`src/rtl/sdpram_arb_pkg.sv`:
```
// Shared definitions for the simple-dual-port RAM arbiter.
//   state_t : controller state (clear sweep / normal run)
//   NUM_REQ : number of requesters sharing the RAM
package sdpram_arb_pkg;
    localparam int NUM_REQ = 2;

    typedef enum logic {
        ST_CLEAR = 1'b0,
        ST_RUN   = 1'b1
    } state_t;
endpackage

```
`src/rtl/rr_arb2.sv`:
```
// Two-input round-robin arbiter with a favoured-requester pointer.
//   i_clk, i_rst_n : clock, async active-low reset
//   i_en           : grants allowed this cycle
//   i_req          : eligible requesters
//   o_gnt          : one-hot grant (combinational)
// The pointer names the requester that wins a tie; after any grant it
// moves to the other requester. A lone requester always wins.
module rr_arb2 (
    input  logic       i_clk,
    input  logic       i_rst_n,
    input  logic       i_en,
    input  logic [1:0] i_req,
    output logic [1:0] o_gnt
);
    logic r_prio;

    always_comb begin
        o_gnt = 2'b00;
        if (i_en) begin
            if (i_req == 2'b11) o_gnt = r_prio ? 2'b10 : 2'b01;
            else                o_gnt = i_req;
        end
    end

    always_ff @(posedge i_clk or negedge i_rst_n) begin
        if (!i_rst_n)   r_prio <= 1'b0;
        else if (|o_gnt) r_prio <= o_gnt[0];
    end
endmodule

```
`src/rtl/sdpram_arbiter.sv`:
```
// Arbiter in front of a simple-dual-port RAM (one write port, one read
// port, registered read data with 1-cycle latency). After reset or a
// clear request the whole RAM is swept with CLEAR_VALUE before normal
// operation; in RUN each port is round-robin arbitrated independently.
//   clk, reset_n          : clock, async active-low reset
//   clear_req             : start a full clear (honoured in RUN only)
//   ready                 : high in RUN
//   req/we/addrN/wdataN   : requester ops (we=1 write, 0 read)
//   ack                   : combinational accept per requester
//   rvalid/rdata          : read return, 2 cycles after ack
//   ram_wr_* / ram_rd_addr: registered RAM controls
//   ram_rd_data           : RAM read output
import sdpram_arb_pkg::*;

module sdpram_arbiter #(
    parameter int                 ADDR_W      = 8,
    parameter int                 DATA_W      = 8,
    parameter logic [DATA_W-1:0]  CLEAR_VALUE = '0,
    parameter logic [ADDR_W-1:0]  PARK_ADDR   = {ADDR_W{1'b1}}
) (
    input  logic                clk,
    input  logic                reset_n,
    input  logic                clear_req,
    output logic                ready,
    input  logic [NUM_REQ-1:0]  req,
    input  logic [NUM_REQ-1:0]  we,
    input  logic [ADDR_W-1:0]   addr0,
    input  logic [ADDR_W-1:0]   addr1,
    input  logic [DATA_W-1:0]   wdata0,
    input  logic [DATA_W-1:0]   wdata1,
    output logic [NUM_REQ-1:0]  ack,
    output logic [NUM_REQ-1:0]  rvalid,
    output logic [DATA_W-1:0]   rdata,
    output logic                ram_wr_en,
    output logic [ADDR_W-1:0]   ram_wr_addr,
    output logic [DATA_W-1:0]   ram_wr_data,
    output logic [ADDR_W-1:0]   ram_rd_addr,
    input  logic [DATA_W-1:0]   ram_rd_data
);
    state_t                      r_state, w_state_nxt;
    logic [ADDR_W-1:0]           r_cnt, w_cnt_nxt;
    logic                        w_run;
    logic [NUM_REQ-1:0]          w_wr_gnt, w_rd_gnt;
    // read-valid shift register: [0] = addr issued, [1] = data returned
    logic [1:0][NUM_REQ-1:0]     r_rv_pipe;

    assign w_run = (r_state == ST_RUN);
    assign ready = w_run;

    always_comb begin
        w_state_nxt = r_state;
        w_cnt_nxt   = r_cnt;
        case (r_state)
            ST_CLEAR: begin
                // counter wraps to 0 on the last address, ready for next clear
                w_cnt_nxt = r_cnt + 1'b1;
                if (r_cnt == {ADDR_W{1'b1}}) w_state_nxt = ST_RUN;
            end
            ST_RUN: begin
                if (clear_req) begin
                    w_state_nxt = ST_CLEAR;
                    w_cnt_nxt   = '0;
                end
            end
            default: begin
                w_state_nxt = ST_CLEAR;
                w_cnt_nxt   = '0;
            end
        endcase
    end

    always_ff @(posedge clk or negedge reset_n) begin
        if (!reset_n) begin
            r_state <= ST_CLEAR;
            r_cnt   <= '0;
        end else begin
            r_state <= w_state_nxt;
            r_cnt   <= w_cnt_nxt;
        end
    end

    rr_arb2 u_wr_arb (
        .i_clk   (clk),
        .i_rst_n (reset_n),
        .i_en    (w_run),
        .i_req   (req & we),
        .o_gnt   (w_wr_gnt)
    );

    rr_arb2 u_rd_arb (
        .i_clk   (clk),
        .i_rst_n (reset_n),
        .i_en    (w_run),
        .i_req   (req & ~we),
        .o_gnt   (w_rd_gnt)
    );

    // a requester is either a writer or a reader, never both
    assign ack = w_wr_gnt | w_rd_gnt;

    always_ff @(posedge clk or negedge reset_n) begin
        if (!reset_n) begin
            ram_wr_en   <= 1'b0;
            ram_wr_addr <= PARK_ADDR;
            ram_wr_data <= CLEAR_VALUE;
            ram_rd_addr <= '0;
            r_rv_pipe   <= '0;
        end else begin
            if (!w_run) begin
                ram_wr_en   <= 1'b1;
                ram_wr_addr <= r_cnt;
                ram_wr_data <= CLEAR_VALUE;
            end else if (|w_wr_gnt) begin
                ram_wr_en   <= 1'b1;
                ram_wr_addr <= w_wr_gnt[1] ? addr1  : addr0;
                ram_wr_data <= w_wr_gnt[1] ? wdata1 : wdata0;
            end else begin
                // idle write port parks on one harmless address
                ram_wr_en   <= 1'b0;
                ram_wr_addr <= PARK_ADDR;
                ram_wr_data <= CLEAR_VALUE;
            end
            if (|w_rd_gnt) ram_rd_addr <= w_rd_gnt[1] ? addr1 : addr0;
            // in-flight reads keep flowing through a clear
            r_rv_pipe <= {r_rv_pipe[0], w_rd_gnt};
        end
    end

    assign rvalid = r_rv_pipe[1];
    assign rdata  = ram_rd_data;
endmodule

```
`config.mk`:
```
export PLATFORM = sky130hd
export DESIGN_NAME = sdpram_arbiter
export DESIGN_NICKNAME = d
export VERILOG_FILES = /design/src/rtl/sdpram_arb_pkg.sv /design/src/rtl/rr_arb2.sv /design/src/rtl/sdpram_arbiter.sv
export SDC_FILE = /design/constraint.sdc
export NUM_CORES = 1
export LEC_CHECK = 0
export CELL_PAD_IN_SITES_DETAIL_PLACEMENT = 1
export CELL_PAD_IN_SITES_GLOBAL_PLACEMENT = 2
export CORE_ASPECT_RATIO = 1.75
export CORE_MARGIN = 2
export CORE_UTILIZATION = 23
export CTS_CLUSTER_DIAMETER = 150
export DETAILED_ROUTE_END_ITERATION = 8
export PLACE_DENSITY = 0.75
export SETUP_SLACK_MARGIN = 0.3
export SYNTH_ARGS = -nofsm -noshare
export SYNTH_HDL_FRONTEND = slang
export SYNTH_SLANG_ARGS = --single-unit
```
`constraint.sdc`:
```
create_clock -name clk -period 1.2 [get_ports clk]
set_input_delay 0.12 -clock clk [delete_from_list [all_inputs] [get_ports clk]]
set_output_delay 0.12 -clock clk [all_outputs]
set_load 0.01 [all_outputs]
```
; ---- Word-level counts from Yosys, hierarchy flattened
; Index checks and enable logic that the tools add are counted.
[word_totals]
register_bits = 40
word_cells = 42
[classes]
addsub = 1
eq_ne = 4
muxes = 20
n_bitwise = 5
reduce_logical = 2
[op_table]
columns = cell, count
row1 = 8-bit 2-to-1 mux, 8
row2 = 8-bit one-hot mux with 2 select lines, 1
row3 = 2-bit 2-to-1 mux, 6
row4 = 8-bit by 1-bit adder with 8-bit output (second input constant), 1
row5 = 8-bit equality test (second input constant), 1
row6 = 2-bit AND, 2
row7 = 2-bit equality test (second input constant), 2
row8 = 1-bit 2-to-1 mux, 4
row9 = 2-bit OR reduction, 2
row10 = 2-bit inequality test (second input constant), 1
row11 = 2-bit inverter, 1
row12 = 2-bit OR, 1
row13 = 1-bit one-hot mux with 2 select lines, 1
row14 = 1-bit inverter, 1

; ---- Longest topological paths before layout
; Gate-level depths: netlist of the first run.
[depth]
word_depth = 7
depth_mapped = 6
ltp_nobuf = 4

; ---- Hierarchy
; A second synthesis of the first run with hierarchy kept.
[unflattened]
hier_cells = 212
area_unflattened_um2 = 2003.2
[by_module_without_submodules]
columns = module, n_inst, cells_each, area_per_inst_um2
row1 = sdpram_arbiter, 1, 196, 1880.6
row2 = rr_arb2, 2, 8, 61.3

; ---- Worst setup path before layout of the first run
; No wires, ideal clock.
[synth_timing]
path_kind = reg2reg
from = register r_state, in the netlist ready
to = register r_state, in the netlist ready
t_arrival_ns = 1.248
required_time_ns = 1.080
path_slack_ns = -0.168
stages_incl_launch_ff = 6
path_cell_list = dfrtp_1 -> buf_2 -> inv_1 -> buf_2 -> nor2_1 -> a31o_2
[synth_via]
elab_chain_len = 2
[synth_rtl]
columns = element, line
row1 = from (decl), sdpram_arbiter.sv:40  ; state_t r_state, w_state_nxt;
row2 = from (signal assigned), sdpram_arbiter.sv:77  ; r_state <= w_state_nxt;
row3 = 1-bit inverter, sdpram_arbiter.sv:53  ; case (r_state)
row4 = 1-bit one-hot mux with 2 select lines *, sdpram_arbiter.sv:53
row5 = named net w_state_nxt, sdpram_arbiter.sv:40
; The timed path passes the listed nets; every way through them passes the cells marked *.
; A chain may end at the register's enable or synchronous reset.

; ---- Worst setup path in the final report of the first run
[layout_timing]
from = register u_rd_arb.r_prio
to = register ram_rd_addr[2]
[layout_via]
elab_chain_len = 4
elab_cells_between_ends = 5
cone_classes = mux (4) / reduce/logical (1)
[layout_rtl]
columns = element, line
row1 = from (decl), rr_arb2.sv:15  ; logic r_prio;
row2 = from (signal assigned), rr_arb2.sv:27  ; else if (|o_gnt) r_prio <= o_gnt[0];
row3 = 2-bit 2-to-1 mux * (2 in a row), rr_arb2.sv:20  ; if (i_req == 2'b11) o_gnt = r_prio ? 2'b10 : 2'b01;
row4 = 2-bit 2-to-1 mux *, rr_arb2.sv:19  ; if (i_en) begin
row5 = 8-bit 2-to-1 mux or 2-bit OR reduction (tied branches), sdpram_arbiter.sv:123  ; if (|w_rd_gnt) ram_rd_addr <= w_rd_gnt[1] ? addr1 : addr0;
row6 = to (signal assigned), sdpram_arbiter.sv:123
row7 = to (decl), sdpram_arbiter.sv:37  ; output logic [ADDR_W-1:0] ram_rd_addr,
; Mark *: on every way between the ends. The rest lies on a longest branch, timed or not.

==> flow_summary.toml, run 1 <==
[outcome]
status = "finished with violations"
violations = "setup timing"

[clock_network]
numCtsBuffers = 5
cts.reportedPaths.clkPinSlew_ns = 0.06
cts_tree = "built"
cts_max_level = 2
clock-root-buffer = "clkbuf_16"
clk_latency_ns = 0.29
cts_buffer_depth = 2
cts_sinks = 40

[die]
start_util_pct = 23.5
io_pins = 85
fp.dieArea_um2 = 10400
die_w_um = 77.9
row_count = 47
dieHeight_um = 133
core_um2 = 9350

[placed_design]
portBuffers = 68
dp_cells = 415
pre_cts_ws_ns = -0.660
placed_cell_area_um2 = 3240
place.gp.congestion = 0.798
hpwl_um = 5590

[logic_synthesis]
syn_nets = 258
yosysTopAreaCell = "dfrtp_1"
synth_top_area_share_pct = 36.5
syn_area_um2 = 2200
ys.flop_type = "dfrtp_1"
synth_edf_count = 0
ys_ff_latch = 40
ys_types = 43
syn-instance-count = 210
netlist_top_cells_area = "dfrtp_1 36%, dfstp_2 9.6%, a2bb2oi_2 5.5%"
synth.yosys.warnings = 0
ys_seq_area_share_pct = 46.0
synth.avg_cell_area_um2 = 10.5
synth-async-reset-ratio_pct = 100

[timing]
tightestPinTransition_ns = 0.373
drv_slew = 0
setup_ws_ns = -0.267
finalSetupTns_ns = -5.64
setup_viol = 37
finalCritPeriodShare_pct = 122
fin_skew_ns = 0.00298
fmax_mhz = 682
grt_setup_unrepaired = "true"
max_slew_margin_pct = 74.9
finalHoldViolations = 0
min_period_ns = 1.47

[critical_path]
r2r_cells = 4
arrival_ns = 1.64
slowest_delay_ns = 0.42
cp.depth = 4
worst-path-buf-inv = 1
start_kind = "flop"
crit_family = "flip-flops"
slowest_stage = "dfrtp_1"
end_kind = "flop"
critPathMaxFanout = 8
required_ns = 1.37
criticalPathCategory = "flop to flop"
crit_chain = "or3b_4, buf_12, a221oi_2, a2bb2oi_2"

[min_path]
hp-class = "input pin to output port"
whs_path_depth = 0

[power]
p_int_mw = 4.15
switchingPower_mw = 1.65
cellPowerDensity_nw_per_um2 = 1410
sw_frac_of_total_pct = 28.5
pwr-share-clk_pct = 33.8
ir_worst_vdd_mv = 0.756
p_total_mw = 5.81
seqPwrFrac_pct = 34.5
power_leakage_nw = 1.70
power_frac_comb_pct = 31.7

[job]
drv_cap = 0

[grt]
grt_max_degree = 41
grt_pass1_wl_um = 12200
grtUsageTotal_pct = 15.4
grt_pass1_vias = 2298
antenna_found_initial = 0
grt-ovfl-total = 0

[detailed_routing]
drc_errors = 0
drt_wl_total_um = 8270
route.antenna.remaining_nets = 0
dr.pass1.iters = 4
drt-initial-drc-count = 66
wl_per_cell_um = 18.5
vias = 2170
routed_via_density = 4.87

[finish]
syn2layout_area_growth_pct = 88.1
final_common_cell = "clkdlybuf4s50_1"
fillCellCount = 987
fin_cells = 446
final_cell_mix = "33 x clkdlybuf4s50_1, 32 x buf_4, 31 x dfrtp_1, 28 x buf_6, 22 x buf_2"
nets = 371
fin_area_um2 = 4130
diodes = 0
drive_above_1_share_pct = 57.4
kinds of logic after synthesis:
| kind of cell | after synthesis | synth area share [%] |
|---|---|---|
| compound gates | 71 | 26.3 |
| simple gates | 62 | 16.6 |
| flops | 40 | 46.0 |
| buf+inv | 32 | 8.77 |
| xor+xnor | 2 | 0.798 |
| mux | 2 | 0.912 |
| fa+ha+maj | 1 | 0.570 |
worst register-to-register path, cell delays in order (launching register included):
cell and delay (ns):
dfrtp_1 0.42, or3b_4 0.40, buf_12 0.16, a221oi_2 0.29
a2bb2oi_2 0.08
per-layer routing:
| metal | track usage (%) | up-vias | routed length (µm) |
|---|---|---|---|
| li1 | - | 1010 | - |
| met1 | 16.2 | 1077 | 2980 |
| met2 | 29.0 | 68 | 4700 |
| met3 | 3.12 | 15 | 324 |
| met4 | 6.15 | 0 | 266 |
| met5 | 0 | - | 0 |
synthesized netlist by cell type (all sizes together) (2+ instances only):
cell type  number
a2bb2oi         8
and4b           8
dfrtp          32
o21ai          27
mux2i           2
clkbuf          3
a21oi           9
nand4b          2
nand2          12
nand4           8
dfstp           8
a31oi           8
nand2b          2
nand3          11
buf            24
nor2           11
nand3b          2
a221oi          8
o22ai           3
o2111ai         2
inv             5
flip-flops by register name, summed over array words and instances (netlist names):
register and flops:
rvalid 2, r_cnt 8, r_rv_pipe 2, u_wr_arb.r_prio 1, ram_wr_data 8, ram_wr_addr 8
ram_rd_addr 8, u_rd_arb.r_prio 1, ready 1, ram_wr_en 1
metrics by stage:
step / hold WS (ns) / utilization, %
CTS: 0.240 / 40.8
detailed placement: 0.110 / 34.6
global route: 0.240 / 44.2
finish: 0.240 / 44.2
floorplan: -0.176 / -
global placement: 0.107 / 34.6
power by group through the flow:
| stage | Clock [mW] | Sequential, mW | Combinational, mW |
|---|---|---|---|
| detailed placement | 0 | 1.97 | 1.43 |
| global placement | 0 | 1.97 | 1.39 |
| global route | 2.05 | 2.04 | 1.97 |
| finish | 1.96 | 2.00 | 1.84 |
| floorplan | 0 | 2.03 | 0.568 |
| CTS | 2.01 | 1.98 | 1.65 |
worst paths after layout:
| path | from | to | slack, ns |
|---|---|---|---|
| worst max-delay path | u_rd_arb.r_prio | ram_rd_addr[2] | -0.27 |
| worst min-delay path | ram_rd_data[7] | rdata[7] | 0.24 |
| worst max register to register | u_rd_arb.r_prio | ram_rd_addr[2] | -0.27 |
| worst min register to register | r_rv_pipe[0] | rvalid[0] | 0.35 |
| max in group asynchronous | reset_n | ram_wr_addr[7] | 0.60 |
| min in group asynchronous | reset_n | rvalid[0] | 0.32 |
area by class of cell:
type | count | area, µm² | area share [%]
clock buffers | 5 | 125 | 3.03
clock inverters | 3 | 90.1 | 2.18
flip-flops and latches | 40 | 1010 | 24.5
well taps | 122 | 153 | 3.69
inverters | 5 | 23.8 | 0.575
multi-input cells | 138 | 1420 | 34.3
repair buffers | 133 | 1310 | 31.8
repair_timing:
action,in CTS,in global routing
buffers inserted,12,7
setup endpoints to repair,68,68
hold endpoints to repair,32,0
pin swaps,11,15
hold buffers,1,0
gates cloned,2,1
resized for setup,196,52
No activity file was read; power rests on OpenSTA's default activity.
==> inputs of run 2 (changes only) <==
--- a/config.mk
+++ b/config.mk
@@ -9,10 +9,10 @@
 export CELL_PAD_IN_SITES_GLOBAL_PLACEMENT = 2
 export CORE_ASPECT_RATIO = 1.75
 export CORE_MARGIN = 2
-export CORE_UTILIZATION = 23
+export CORE_UTILIZATION = 26
 export CTS_CLUSTER_DIAMETER = 150
 export DETAILED_ROUTE_END_ITERATION = 8
-export PLACE_DENSITY = 0.75
+export PLACE_DENSITY = 0.8
 export SETUP_SLACK_MARGIN = 0.3
 export SYNTH_ARGS = -nofsm -noshare
 export SYNTH_HDL_FRONTEND = slang
==> constraint.sdc (replaced) <==
create_clock -name clk -period 1.6 [get_ports clk]
set_input_delay 0.16 -clock clk [delete_from_list [all_inputs] [get_ports clk]]
set_output_delay 0.16 -clock clk [all_outputs]
set_load 0.01 [all_outputs]
==> run 2 against run 1 <==
  * The flow now finishes without violations
  * Clock skew increased by 0.0028 ns
  * Via count decreased by 5.2%
  * First-iteration DRC count increased by 6.1%
  * Clock-buffer cell count unchanged
  * Clock power decreased by 41%
  * Sequential cell count unchanged
  * Global-route usage increased by 1.1 points
  * Worst hold slack improved by 0.080 ns
  * Critical endpoint is now r_cnt[5]
  * Largest cell class is now non-clock buffers
  * Highest routed layer unchanged
==> flow_summary.toml, run 2 (synthesis gave the netlist of run 1 again) <==
[outcome]
status = "finished clean"

[detailed_routing]
vias = 2058
routed_via_density = 5.18
route.antenna.remaining_nets = 0
wl_per_cell_um = 18.7
drt-initial-drc-count = 70
dr.pass1.iters = 4
drt_wl_total_um = 7420
drc_errors = 0

[power]
ir_worst_vdd_mv = 0.419
power_leakage_nw = 1.57
cellPowerDensity_nw_per_um2 = 984

[finish]
diodes = 0
nets = 352
final_common_cell = "clkdlybuf4s50_1"
final_cell_mix = "33 x clkdlybuf4s50_1, 32 x dfrtp_1, 30 x dlygate4sd2_1, 25 x buf_4"
syn2layout_area_growth_pct = 67.0
fillCellCount = 914
drive_above_1_share_pct = 36.1
fin_cells = 397

[clock_network]
cts_tree = "built"
numCtsBuffers = 5
clock-root-buffer = "clkbuf_16"
cts_sinks = 40
clk_latency_ns = 0.29
cts_max_level = 2
cts.reportedPaths.clkPinSlew_ns = 0.06
cts_buffer_depth = 2

[die]
io_pins = 85
dieHeight_um = 126
core_um2 = 8260
start_util_pct = 26.6
row_count = 44
die_w_um = 73.5
fp.dieArea_um2 = 9230

[timing]
tightestPinTransition_ns = 0.497
fmax_mhz = 690
setup_viol = 0
setup_ws_ns = 0.151
finalHoldViolations = 0
finalCritPeriodShare_pct = 90.6
max_slew_margin_pct = 66.9
min_period_ns = 1.45
drv_slew = 0
grt_setup_unrepaired = "true"
fin_skew_ns = 0.00575

[min_path]
hp-class = "input pin to output port"

[critical_path]
criticalPathCategory = "flop to flop"
required_ns = 1.77
start_kind = "flop"
critPathMaxFanout = 6
end_kind = "flop"
arrival_ns = 1.62

[placed_design]
hpwl_um = 5250
pre_cts_ws_ns = -0.319
dp_cells = 371
place.gp.congestion = 0.811
portBuffers = 68

[grt]
grtUsageTotal_pct = 16.4
grt_pass1_vias = 2203
grt_pass1_wl_um = 11400
grt-ovfl-total = 0
antenna_found_initial = 0
grt_max_degree = 22

[job]
drv_cap = 0
run 2: layout make-up:
| cell class | instances | area (µm²) | share of cell area, % |
|---|---|---|---|
| timing repair buffer | 114 | 1180 | 32.1 |
| tap | 92 | 115 | 3.14 |
| clock inverter | 3 | 42.5 | 1.16 |
| sequential | 40 | 1010 | 27.6 |
| multi-input combinational | 138 | 1170 | 32.0 |
| clock buffer | 5 | 125 | 3.41 |
| inverter | 5 | 22.5 | 0.614 |
run 2: worst paths after layout:
kind | startpoint | end | slack (ns) | cells after the start
max in group asynchronous | reset_n | ram_wr_addr[7] | 0.66 | 3
worst min-delay path | ram_rd_data[3] | rdata[3] | 0.32 | 0
min in group asynchronous | reset_n | rvalid[0] | 0.37 | 2
worst min register to register | r_rv_pipe[1] | rvalid[1] | 0.35 | 0
worst max-delay path | ready | r_cnt[5] | 0.15 | 6
worst max register to register | ready | r_cnt[5] | 0.15 | 6
run 2: worst max-delay path, stage by stage, from the launching register on:
cell,delay (ns)
dfrtp_1,0.41
buf_6,0.15
buf_12,0.12
nand4b_1,0.21
buf_4,0.18
o211ai_1,0.17
o31ai_1,0.09
run 2: layer usage:
metal	share of wire [%]	vias up	GRT usage [%]
met5	0	-	0
met4	2.7	0	7.17
met3	3.8	12	2.34
met2	54	56	28.3
met1	40	1021	19.6
li1	-	969	-
run 2: timing repair:
action	4_1_cts	5_1_grt
resized for setup	63	40
hold endpoints to repair	16	0
cloned	1	2
hold buffers	1	0
endpoints found under the setup margin	57	31
buffers inserted	5	9
pin swaps	8	23
run 2: report_power, final:
part	internal [mW]	switching (mW)
registers	1.30	0.182
clock network	0.733	0.418
logic	0.512	0.465
run 2: per-stage QoR:
| stage | area [µm²] | util (%) | power (mW) | hold slack [ns] | TNS (ns) |
|---|---|---|---|---|---|
| floorplan | 2200 | - | 1.94 | -0.136 | 0 |
| global placement | 3070 | 37.2 | 2.44 | 0.146 | -1.88 |
| detailed placement | 3070 | 37.2 | 2.47 | 0.149 | -2.70 |
| CTS | 3410 | 41.3 | 3.56 | 0.320 | 0 |
| global route | 3670 | 44.4 | 3.79 | 0.320 | 0 |
| finish | 3670 | 44.4 | 3.61 | 0.320 | 0 |
==> inputs of run 3 (changes only) <==
--- a/config.mk
+++ b/config.mk
@@ -12,7 +12,7 @@
 export CORE_UTILIZATION = 26
 export CTS_CLUSTER_DIAMETER = 150
 export DETAILED_ROUTE_END_ITERATION = 8
-export PLACE_DENSITY = 0.8
+export PLACE_DENSITY = 0.81
 export SETUP_SLACK_MARGIN = 0.3
 export SYNTH_ARGS = -nofsm -noshare
 export SYNTH_HDL_FRONTEND = slang
==> run 3 against run 2 <==
  * Total power up 2.9%
  * Cell area grew 1.3%
  * Setup slack worse by 0.067 ns
  * Largest cell class is now multi-input combinational cells
  * Largest power group unchanged
  * Critical path type is now flop to output port
==> flow_summary.toml, run 3 (synthesis gave the netlist of run 1 again) <==
[critical_path]
end_kind = "output port"
required_ns = 1.44
start_kind = "flop"
slowest_delay_ns = 0.40
crit_chain = "buf_6, buf_6, nand3b_1, o22ai_2, buf_2"
arrival_ns = 1.36
critPathMaxFanout = 3
slowest_stage = "dfrtp_2"
cpMostUsedCell = "buf_6"
criticalPathCategory = "flop to output port"
r2r_cells = 6

[min_path]
hp-class = "input pin to output port"
whs_path_depth = 0

[finish]
fin_area_um2 = 3710
final_core_util_pct = 45.0
nets = 349
syn2layout_area_growth_pct = 69.2
final_common_cell = "clkdlybuf4s50_1"
final_cell_mix = "33 x clkdlybuf4s50_1, 31 x dfrtp_1, 25 x dlygate4sd2_1, 22 x buf_4, 15 x o21ai_1"
drive_above_1_share_pct = 35.4
diodes = 0
fin_cells = 394

[power]
cellPowerDensity_nw_per_um2 = 999
ir_worst_vdd_mv = 0.474
power_leakage_nw = 1.60
p_total_mw = 3.71

[timing]
finalHoldViolations = 0
fin_skew_ns = 0.00569
fmax_mhz = 659
min_period_ns = 1.52
setup_ws_ns = 0.0834
setup_viol = 0
finalCritPeriodShare_pct = 94.8
drv_slew = 0
tightestPinTransition_ns = 0.474
max_slew_margin_pct = 68.4
grt_setup_unrepaired = "true"

[die]
core_um2 = 8260
io_pins = 85
row_count = 44
fp.dieArea_um2 = 9230
start_util_pct = 26.6
die_w_um = 73.5
dieHeight_um = 126

[placed_design]
dp_cells = 372
place.gp.congestion = 0.809
pre_cts_ws_ns = -0.382
hpwl_um = 5360
portBuffers = 68
placed_cell_area_um2 = 3090

[clock_network]
cts.reportedPaths.clkPinSlew_ns = 0.06
numCtsBuffers = 5
cts_tree = "built"
clock-root-buffer = "clkbuf_16"
clk_latency_ns = 0.29
cts_sinks = 40
cts_max_level = 2
cts_buffer_depth = 2

[detailed_routing]
wl_per_cell_um = 20.0
drt-initial-drc-count = 69
drc_errors = 0
route.antenna.remaining_nets = 0
vias = 2067
drt_wl_total_um = 7900
dr.pass1.iters = 4
routed_via_density = 5.25

[grt]
grt_max_degree = 25
grt-ovfl-total = 0
grtUsageTotal_pct = 16.8
antenna_found_initial = 0
grt_pass1_vias = 2322
grt_pass1_wl_um = 11900

[job]
drv_cap = 0

[outcome]
status = "finished clean"
==> run 3: worst paths after layout <==
path                           startpoint              end  slack [ns]
max                                 ready           ack[1]        0.08
min                        ram_rd_data[4]         rdata[4]        0.32
max reg2reg                         ready         r_cnt[5]        0.13
min reg2reg                  r_rv_pipe[1]        rvalid[1]        0.35
max in group asynchronous         reset_n   ram_wr_addr[6]        0.67
min in group asynchronous         reset_n  u_wr_arb.r_prio        0.37
==> run 3: stage by stage <==
step	setup TNS (ns)	hold WS, ns
after floorplan	0	-0.136
after global placement	-2.84	0.129
after detailed placement	-4.09	0.142
after CTS	0	0.320
after global routing	0	0.320
final	0	0.320
==> run 3: timing repair <==
action                                  CTS  global route
gates cloned                              2             2
buffers inserted                          7             2
hold endpoints to repair                 14             0
endpoints found under the setup margin   56            35
hold buffers                              1             0
pin swaps                                12            13
resized for setup                        78            37
==> run 3: report_power, final <==
group / leakage (nW) / internal, mW / switching [mW]
clock: 0.0840 / 0.741 / 0.425
combinational: 1.03 / 0.545 / 0.516
sequential: 0.485 / 1.30 / 0.187
==> run 3: per-layer routing <==
metal,routed length [µm],GRT usage (%)
met1,3070,20.3
met2,4450,29.4
met3,231,2.10
met4,150,6.42
met5,0,0
==> run 3: area by class of cell <==
type / instances / area (µm²)
clock inverters: 3 / 47.5
fillers: 891 / 4540
inverters: 5 / 18.8
clock buffers: 5 / 125
flip-flops and latches: 40 / 1010
repair buffers: 110 / 1110
well taps: 92 / 115
multi-input cells: 139 / 1280
==> run 3: worst max-delay path: cells and delay by family (launching register included) <==
family / cells / cell delay, ns
compound gates: 1 / 0.19
simple gates: 1 / 0.11
flops: 1 / 0.40
buf+inv: 3 / 0.37
